## src/rtl/dsp_ctrl_pkg.sv

```systemverilog
// Shared types and OPMODE encodings for the DSP48A1 MAC sequencer.
package dsp_ctrl_pkg;

  localparam int unsigned OP_W  = 18;
  localparam int unsigned P_W   = 48;
  localparam int unsigned OPM_W = 8;

  typedef enum logic [1:0] {IDLE, RUN, DRAIN, DONE} state_t;

  localparam logic [OPM_W-1:0] OPM_LOAD_M  = 8'h01;
  localparam logic [OPM_W-1:0] OPM_ACC_M   = 8'h09;
  localparam logic [OPM_W-1:0] OPM_HOLD    = 8'h08;
  localparam int unsigned      OPM_SUB_BIT = 7;

  // Slice OPMODE for one pipeline slot: load M, accumulate M, or hold P.
  function automatic logic [OPM_W-1:0] opmode_for(input logic valid, input logic first,
                                                  input logic sub);
    logic [OPM_W-1:0] opm;
    opm = OPM_HOLD;
    if (valid) begin
      opm              = first ? OPM_LOAD_M : OPM_ACC_M;
      opm[OPM_SUB_BIT] = sub;
    end
    return opm;
  endfunction

endpackage

```

## src/rtl/dsp_mac_sequencer_if.sv

```systemverilog
// Operand stream and result handshake bundle of the MAC sequencer.
interface dsp_mac_sequencer_if;
  import dsp_ctrl_pkg::*;

  logic            s_valid;
  logic            s_ready;
  logic [OP_W-1:0] s_a;
  logic [OP_W-1:0] s_b;
  logic            res_valid;
  logic            res_ready;
  logic [P_W-1:0]  res_data;

  modport slave  (input  s_valid, s_a, s_b, res_ready,
                  output s_ready, res_valid, res_data);
  modport master (output s_valid, s_a, s_b, res_ready,
                  input  s_ready, res_valid, res_data);
endinterface

```

## src/rtl/mac_issue_pipe.sv

```systemverilog
// Valid/first shift register tracking issued operand pairs through the slice.
module mac_issue_pipe #(
  parameter int unsigned DEPTH = 2
) (
  input  logic           clk,
  input  logic           rst_n,
  input  logic           in_valid,
  input  logic           in_first,
  output logic [DEPTH:0] tap_valid,
  output logic           opm_first,
  output logic           busy
);

  logic [DEPTH:1]   v_q;
  logic [DEPTH-2:0] f;

  always_ff @(posedge clk or negedge rst_n) begin
    if (!rst_n) v_q <= '0;
    else        v_q <= {v_q[DEPTH-1:1], in_valid};
  end

  // The first flag is only needed up to the stage that feeds the OPMODE register.
  assign f[0] = in_valid & in_first;

  if (DEPTH > 2) begin : g_first
    logic [DEPTH-2:1] f_q;
    always_ff @(posedge clk or negedge rst_n) begin
      if (!rst_n) f_q <= '0;
      else        f_q <= f[DEPTH-3:0];
    end
    assign f[DEPTH-2:1] = f_q;
  end

  assign tap_valid = {v_q, in_valid};
  assign opm_first = f[DEPTH-2];
  assign busy      = |v_q;

endmodule

```

## src/rtl/dsp_mac_sequencer.sv

```systemverilog
// Job controller that streams operand pairs into a DSP48A1 slice and returns sum(+/-A*B).
module dsp_mac_sequencer
  import dsp_ctrl_pkg::*;
#(
  parameter int unsigned LEN_W   = 16,
  parameter int unsigned MAC_LAT = 2
) (
  input  logic              clk,
  input  logic              rst_n,
  input  logic              start,
  input  logic [LEN_W-1:0]  len,
  input  logic              sub,
  output logic              busy,
  dsp_mac_sequencer_if.slave bus,
  output logic [OP_W-1:0]   dsp_a,
  output logic [OP_W-1:0]   dsp_b,
  output logic              dsp_cea,
  output logic              dsp_ceb,
  output logic              dsp_cem,
  output logic              dsp_ceopmode,
  output logic [OPM_W-1:0]  dsp_opmode,
  output logic              dsp_cep,
  input  logic [P_W-1:0]    dsp_p
);

  state_t             state_q, state_d;
  logic [LEN_W-1:0]   cnt_q;
  logic               sub_q, first_q;
  logic [P_W-1:0]     res_q;
  logic [OPM_W-1:0]   opm_q;
  logic               issue;
  logic [MAC_LAT:0]   tap_valid;
  logic               opm_first, pipe_busy;

  assign issue = bus.s_valid & bus.s_ready;

  mac_issue_pipe #(.DEPTH(MAC_LAT)) u_pipe (
    .clk       (clk),
    .rst_n     (rst_n),
    .in_valid  (issue),
    .in_first  (first_q),
    .tap_valid (tap_valid),
    .opm_first (opm_first),
    .busy      (pipe_busy)
  );

  always_ff @(posedge clk or negedge rst_n) begin
    if (!rst_n) state_q <= IDLE;
    else        state_q <= state_d;
  end

  always_comb begin
    state_d = state_q;
    case (state_q)
      IDLE:    if (start) state_d = (len != '0) ? RUN : DONE;
      RUN:     if (issue && cnt_q == LEN_W'(1)) state_d = DRAIN;
      DRAIN:   if (!pipe_busy) state_d = DONE;
      DONE:    if (bus.res_ready) state_d = IDLE;
      default: state_d = IDLE;
    endcase
  end

  always_comb begin
    busy          = (state_q != IDLE);
    bus.s_ready   = (state_q == RUN) && (cnt_q != '0);
    bus.res_valid = (state_q == DONE);
  end

  // Job bookkeeping, result capture and the registered OPMODE (slice registers it once more).
  always_ff @(posedge clk or negedge rst_n) begin
    if (!rst_n) begin
      cnt_q   <= '0;
      sub_q   <= 1'b0;
      first_q <= 1'b0;
      res_q   <= '0;
      opm_q   <= '0;
    end else begin
      if (state_q == IDLE && start) begin
        cnt_q   <= len;
        sub_q   <= sub;
        first_q <= 1'b1;
        if (len == '0) res_q <= '0;
      end
      if (issue) begin
        cnt_q   <= cnt_q - LEN_W'(1);
        first_q <= 1'b0;
      end
      if (state_q == DRAIN && !pipe_busy) res_q <= dsp_p;
      opm_q <= opmode_for(tap_valid[MAC_LAT-2], opm_first, sub_q);
    end
  end

  assign bus.res_data = res_q;
  assign dsp_a        = bus.s_a;
  assign dsp_b        = bus.s_b;
  assign dsp_cea      = issue;
  assign dsp_ceb      = issue;
  assign dsp_cem      = tap_valid[MAC_LAT-1];
  assign dsp_cep      = tap_valid[MAC_LAT];
  assign dsp_ceopmode = 1'b1;
  assign dsp_opmode   = opm_q;

endmodule
```

## src/flat_wrapper.sv

```systemverilog
// flat-port wrapper written by rule: the top's interface ports become plain ports
module dsp_mac_sequencer_flat import dsp_ctrl_pkg::*;
#(
  parameter int unsigned LEN_W   = 16,
  parameter int unsigned MAC_LAT = 2
)
  (clk, rst_n, start, len, sub, busy, dsp_a, dsp_b, dsp_cea, dsp_ceb, dsp_cem, dsp_ceopmode, dsp_opmode, dsp_cep, dsp_p, bus_s_valid, bus_s_a, bus_s_b, bus_res_ready, bus_s_ready, bus_res_valid, bus_res_data);
  dsp_mac_sequencer_if bus_i ();
  input  logic clk;
  input  logic rst_n;
  input  logic start;
  input  logic [LEN_W-1:0] len;
  input  logic sub;
  output logic busy;
  output logic [OP_W-1:0] dsp_a;
  output logic [OP_W-1:0] dsp_b;
  output logic dsp_cea;
  output logic dsp_ceb;
  output logic dsp_cem;
  output logic dsp_ceopmode;
  output logic [OPM_W-1:0] dsp_opmode;
  output logic dsp_cep;
  input  logic [P_W-1:0] dsp_p;
  input wire logic [$bits(bus_i.s_valid)-1:0] bus_s_valid;
  input wire logic [$bits(bus_i.s_a)-1:0] bus_s_a;
  input wire logic [$bits(bus_i.s_b)-1:0] bus_s_b;
  input wire logic [$bits(bus_i.res_ready)-1:0] bus_res_ready;
  output wire logic [$bits(bus_i.s_ready)-1:0] bus_s_ready;
  output wire logic [$bits(bus_i.res_valid)-1:0] bus_res_valid;
  output wire logic [$bits(bus_i.res_data)-1:0] bus_res_data;
  assign bus_i.s_valid = bus_s_valid;
  assign bus_i.s_a = bus_s_a;
  assign bus_i.s_b = bus_s_b;
  assign bus_i.res_ready = bus_res_ready;
  assign bus_s_ready = bus_i.s_ready;
  assign bus_res_valid = bus_i.res_valid;
  assign bus_res_data = bus_i.res_data;
  dsp_mac_sequencer #(.LEN_W(LEN_W), .MAC_LAT(MAC_LAT)) u_core (.clk(clk), .rst_n(rst_n), .start(start), .len(len), .sub(sub), .busy(busy), .bus(bus_i), .dsp_a(dsp_a), .dsp_b(dsp_b), .dsp_cea(dsp_cea), .dsp_ceb(dsp_ceb), .dsp_cem(dsp_cem), .dsp_ceopmode(dsp_ceopmode), .dsp_opmode(dsp_opmode), .dsp_cep(dsp_cep), .dsp_p(dsp_p));
endmodule
```

## config.mk

```make
export PLATFORM = sky130hd
export DESIGN_NAME = dsp_mac_sequencer_flat
export DESIGN_NICKNAME = d
export VERILOG_FILES = /design/src/rtl/dsp_ctrl_pkg.sv /design/src/rtl/dsp_mac_sequencer_if.sv /design/src/rtl/mac_issue_pipe.sv /design/src/rtl/dsp_mac_sequencer.sv /design/src/flat_wrapper.sv
export SDC_FILE = /design/constraint.sdc
export NUM_CORES = 1
export LEC_CHECK = 0
export ABC_CLOCK_PERIOD_IN_PS = 5100
export CAP_MARGIN = 20
export CORE_UTILIZATION = 41
export CTS_CLUSTER_DIAMETER = 120
export DETAILED_ROUTE_END_ITERATION = 8
export MAX_ROUTING_LAYER = met4
export PLACE_DENSITY = 0.86
export REMOVE_ABC_BUFFERS = 1
export SLEW_MARGIN = 20
export SYNTH_ARGS = -nofsm -noshare
export SYNTH_HDL_FRONTEND = slang
export SYNTH_SLANG_ARGS = --single-unit
```

## constraint.sdc

```tcl
create_clock -name clk -period 5.1 [get_ports clk]
set_input_delay 1.02 -clock clk [delete_from_list [all_inputs] [get_ports clk]]
set_output_delay 1.02 -clock clk [all_outputs]
set_load 0.005 [all_outputs]
```

==> flow_summary_export.csv <==
group,metric,value,unit
outcome,status,"finished, final reports clean",
yosys,ys_warn_count,0,
timing,fin_skew,0.00754,ns
setup_path,r2r_slack,2.62,ns
floorplanning,ios,206,
yosys,yosysSeqAreaShare,50.9,%
setup_path,required,4.08,ns
timing,setup_viol,0,
placed_design,dpl_cell_area,0.00456,mm2
min_path,hold_end,"u_core.dsp_opmode[3]$_DFF_PN0_",
yosys,muxShareOfSynthArea,1.13,%
placed_design,place_inst,504,
yosys,synthDominantCellAreaShare,50.9,%
route,post_drt_wl_per_cell,19.9,um
grt,grt.total_usage,24.2,%
yosys,synth-seq-cells,72,
clock_network,path_clk_slew,0.07,ns
clock_network,cts_buffer_depth,2,
clock_network,cts_max_level,3,
timing,whs,0.448,ns
pwr,p_per_area,564,mW/mm2
setup_path,critPathLaunchType,"input port",
route,drt_iter0_drc,121,
pwr,p_int,1.77,mW
setup_path,critPathMaxFanout,22,
yosys,synth_top_family_by_area,"compound AO/OA/AOI/OAI gates",
floorplanning,die_x,94.9,um
floorplanning,dieArea,0.00900,mm2
clock_network,cts_tree,"done",
yosys,ys_async_sr_fraction,100,%
final_layout,drive_gt1_share,7.47,%
yosys,synth_edf_count,0,
placed_design,hpwl,7490,um
pwr,leakagePower,2.04,nW
timing,finalWorstSetupSlack,1.24,ns
final_layout,post-route-util,57.3,%
route,drt-pass1-iter-count,5,
grt,grt_pass1_wl,15500,um
min_path,holdCritStartpoint,"u_core.first_q$_DFFE_PN0P_",
timing,fin_crit_sh,75.7,%
min_path,hold_path.class,"reg -> reg",
clock_network,cts_resized,0,
grt,grt_max_degree,73,
pwr,total_power,2.68,mW
placed_design,preCtsSetupSlack,1.27,ns
floorplanning,initial_core_util,42.6,%
final_layout,fin_area,0.00476,mm2
timing,tightestPinTransition,1.07,ns
timing,relSlewSlack,28.6,%
timing,post-route-min-period,3.86,ns
timing,grt_setup_unrepaired,"no",
pwr,peakVddDrop,0.215,mV
timing,fmax,0.259,GHz
pwr,pwr-share-seq,38.3,%
yosys,avgSynthCellArea,10.8,um2
route,drcViolationCount,0,
clock_network,cts_hold_buf,0,
grt,antenna_found_initial,0,
floorplanning,std_cell_rows,33,
final_layout,nFillCells,690,
clock_network,cts_setup_buffers,0,
setup_path,crit_arrival,2.84,ns
placed_design,portBuffers,127,
yosys,yosysTopAreaCell,"dfrtp_1",
setup_path,r2r_cells,7,
yosys,synthAdderAreaFrac,2.48,%
pwr,clockPowerShare,16.6,%
grt,overflow,0,
setup_path,timing.rr.end,"u_core.cnt_q[10]$_DFFE_PN0P_",
route,drt_wl_total,10400,um
final_layout,area_delta_synth_final,34.6,%
setup_path,end_kind,"output port",
setup_path,critPathKind,"in -> out",
timing,finalMaxSlewViolations,0,
clock_network,worstSkewPairLatency,0.34,ns
route,viasPerCell,5.62,
yosys,syn_inst,327,
yosys,syn_area,0.00354,mm2
yosys,synth_top_flop_cell,"dfrtp_1",
timing,tns,0,ns
yosys,synth_area_leaders,"dfrtp_1 (51%), a22o_1 (12%), buf_4 (9.6%)",
final_layout,antenna_cells,0,
clock_network,cts-root-buf,"clkbuf_8",
pwr,p_sw_share,34.1,%
pwr,p_switching,917,uW
floorplanning,die_height,94.9,um
route,drtAntennaViolNets,0,
setup_path,r2r-start,"u_core.state_q[0]$_DFFE_PN0P_",
timing,final-hold-violation-count,0,
placed_design,gp_congestion,0.878,
clock_network,cts_made_buffers,9,
yosys,synthXorXnorAreaFrac,0.248,%
yosys,ys_types,47,
grt,grt_pass1_vias,2862,
min_path,worstHoldPathCells,1,
route,via_count,2921,
clock_network,cts.sink_count,72,
floorplanning,core_region_area,0.00830,mm2
yosys,synth_compound_area_share,19.6,%
run,drv_cap,0,
pwr,combPwrFrac,45.1,%
final_layout,nNetsFinal,523,
yosys,synth-simple-area-share,12.6,%
final_layout,final_cells,520,
state kept, by name (all words and copies together), names as in the netlist:
| name | cells |
|---|---|
| u_core.bus.res_data | 48 |
| u_core.first_q | 1 |
| u_core.cnt_q | 16 |
| u_core.u_pipe.v_q | 2 |
| u_core.sub_q | 1 |
| u_core.dsp_opmode | 2 |
| u_core.state_q | 2 |
cells in the mapped netlist, types with 4 or more instances:
| master | number |
|---|---|
| mux2i_1 | 4 |
| dfrtp_1 | 72 |
| o21ai_0 | 5 |
| a21oi_1 | 8 |
| nor4_1 | 8 |
| ha_1 | 7 |
| nor2_1 | 18 |
| o22ai_1 | 5 |
| nand2_1 | 16 |
| buf_4 | 45 |
| nand3_1 | 14 |
| clkbuf_1 | 13 |
| nand4_1 | 4 |
| inv_1 | 11 |
| a22o_1 | 48 |
worst max-delay path, cell delays in order:
cell,delay [ns]
clkdlybuf4s50_1,0.52
nand2_1,0.20
a21o_4,0.33
inv_2,0.22
clkdlybuf4s50_1,0.55
kinds of logic (layout without fill, tap and decap cells):
family                   after synthesis  in the layout
adder cells (fa/ha/maj)                7              7
AO/OA/AOI/OAI                         88             88
other                                  2              6
multiplexers                           4              4
XOR/XNOR                               1              1
buffers and inverters                 72            156
flip-flops                            72             72
AND/OR/NAND/NOR                       81             81
power groups by stage:
stage                     Combinational, mW  Clock [mW]  Sequential (mW)
after global placement                 1.19           0             1.02
after global routing                   1.33       0.485             1.06
after CTS                              1.22       0.462             1.02
final                                  1.21       0.446             1.03
after floorplan                       0.580           0             1.02
after detailed placement               1.21           0             1.03
layer usage:
metal / vias up / wire length [um] / GRT usage [%]
li1: 1312 / - / -
met1: 1394 / 4190 / 28.7
met2: 209 / 4440 / 33.4
met3: 6 / 1700 / 17.0
met4: 0 / 46 / 4.80
met5: - / 0 / -
layout make-up:
class | count | area (um2) | area share, %
repair buffers | 128 | 1280 | 26.8
flip-flops and latches | 72 | 1800 | 37.9
clock buffers | 10 | 128 | 2.68
multi-input cells | 187 | 1310 | 27.5
clock inverters | 6 | 68.8 | 1.45
well taps | 105 | 131 | 2.76
inverters | 12 | 45.0 | 0.946
placed cells by master, fill, tap and decap left out, types with 2 or more instances in the layout:
master	netlist	layout
ha_1	7	7
o211ai_1	3	3
o21ai_0	5	5
buf_4	45	2
conb_1	2	6
clkbuf_8	0	9
nand3_1	14	14
o21ai_1	2	2
nor3b_2	1	2
nor3_1	3	3
clkinv_4	0	2
nand4_1	4	4
or4_4	3	3
inv_1	11	11
nor2_1	18	17
a22o_1	48	48
a21oi_1	8	8
and2_1	2	2
a31oi_1	3	3
nor4_1	8	8
dfrtp_1	72	72
o22ai_1	5	5
clkdlybuf4s50_1	0	126
o221ai_1	2	2
and3_1	2	2
mux2i_1	4	4
nand2_1	16	16
o21a_1	2	2
a211oi_1	2	2
worst max-delay path by stage:
stage | start | endpoint | depth (start not counted)
after floorplan | u_core.state_q[0]$_DFFE_PN0P_ | u_core.bus.res_data[0]$_DFFE_PN0P_ | 5
after global placement | bus_s_valid | dsp_cea | 5
after detailed placement | bus_s_valid | dsp_ceb | 5
after CTS | bus_s_valid | dsp_ceb | 5
after global routing | bus_s_valid | dsp_cea | 5
final | bus_s_valid | dsp_cea | 5
Power figures use the tool's default switching activity.
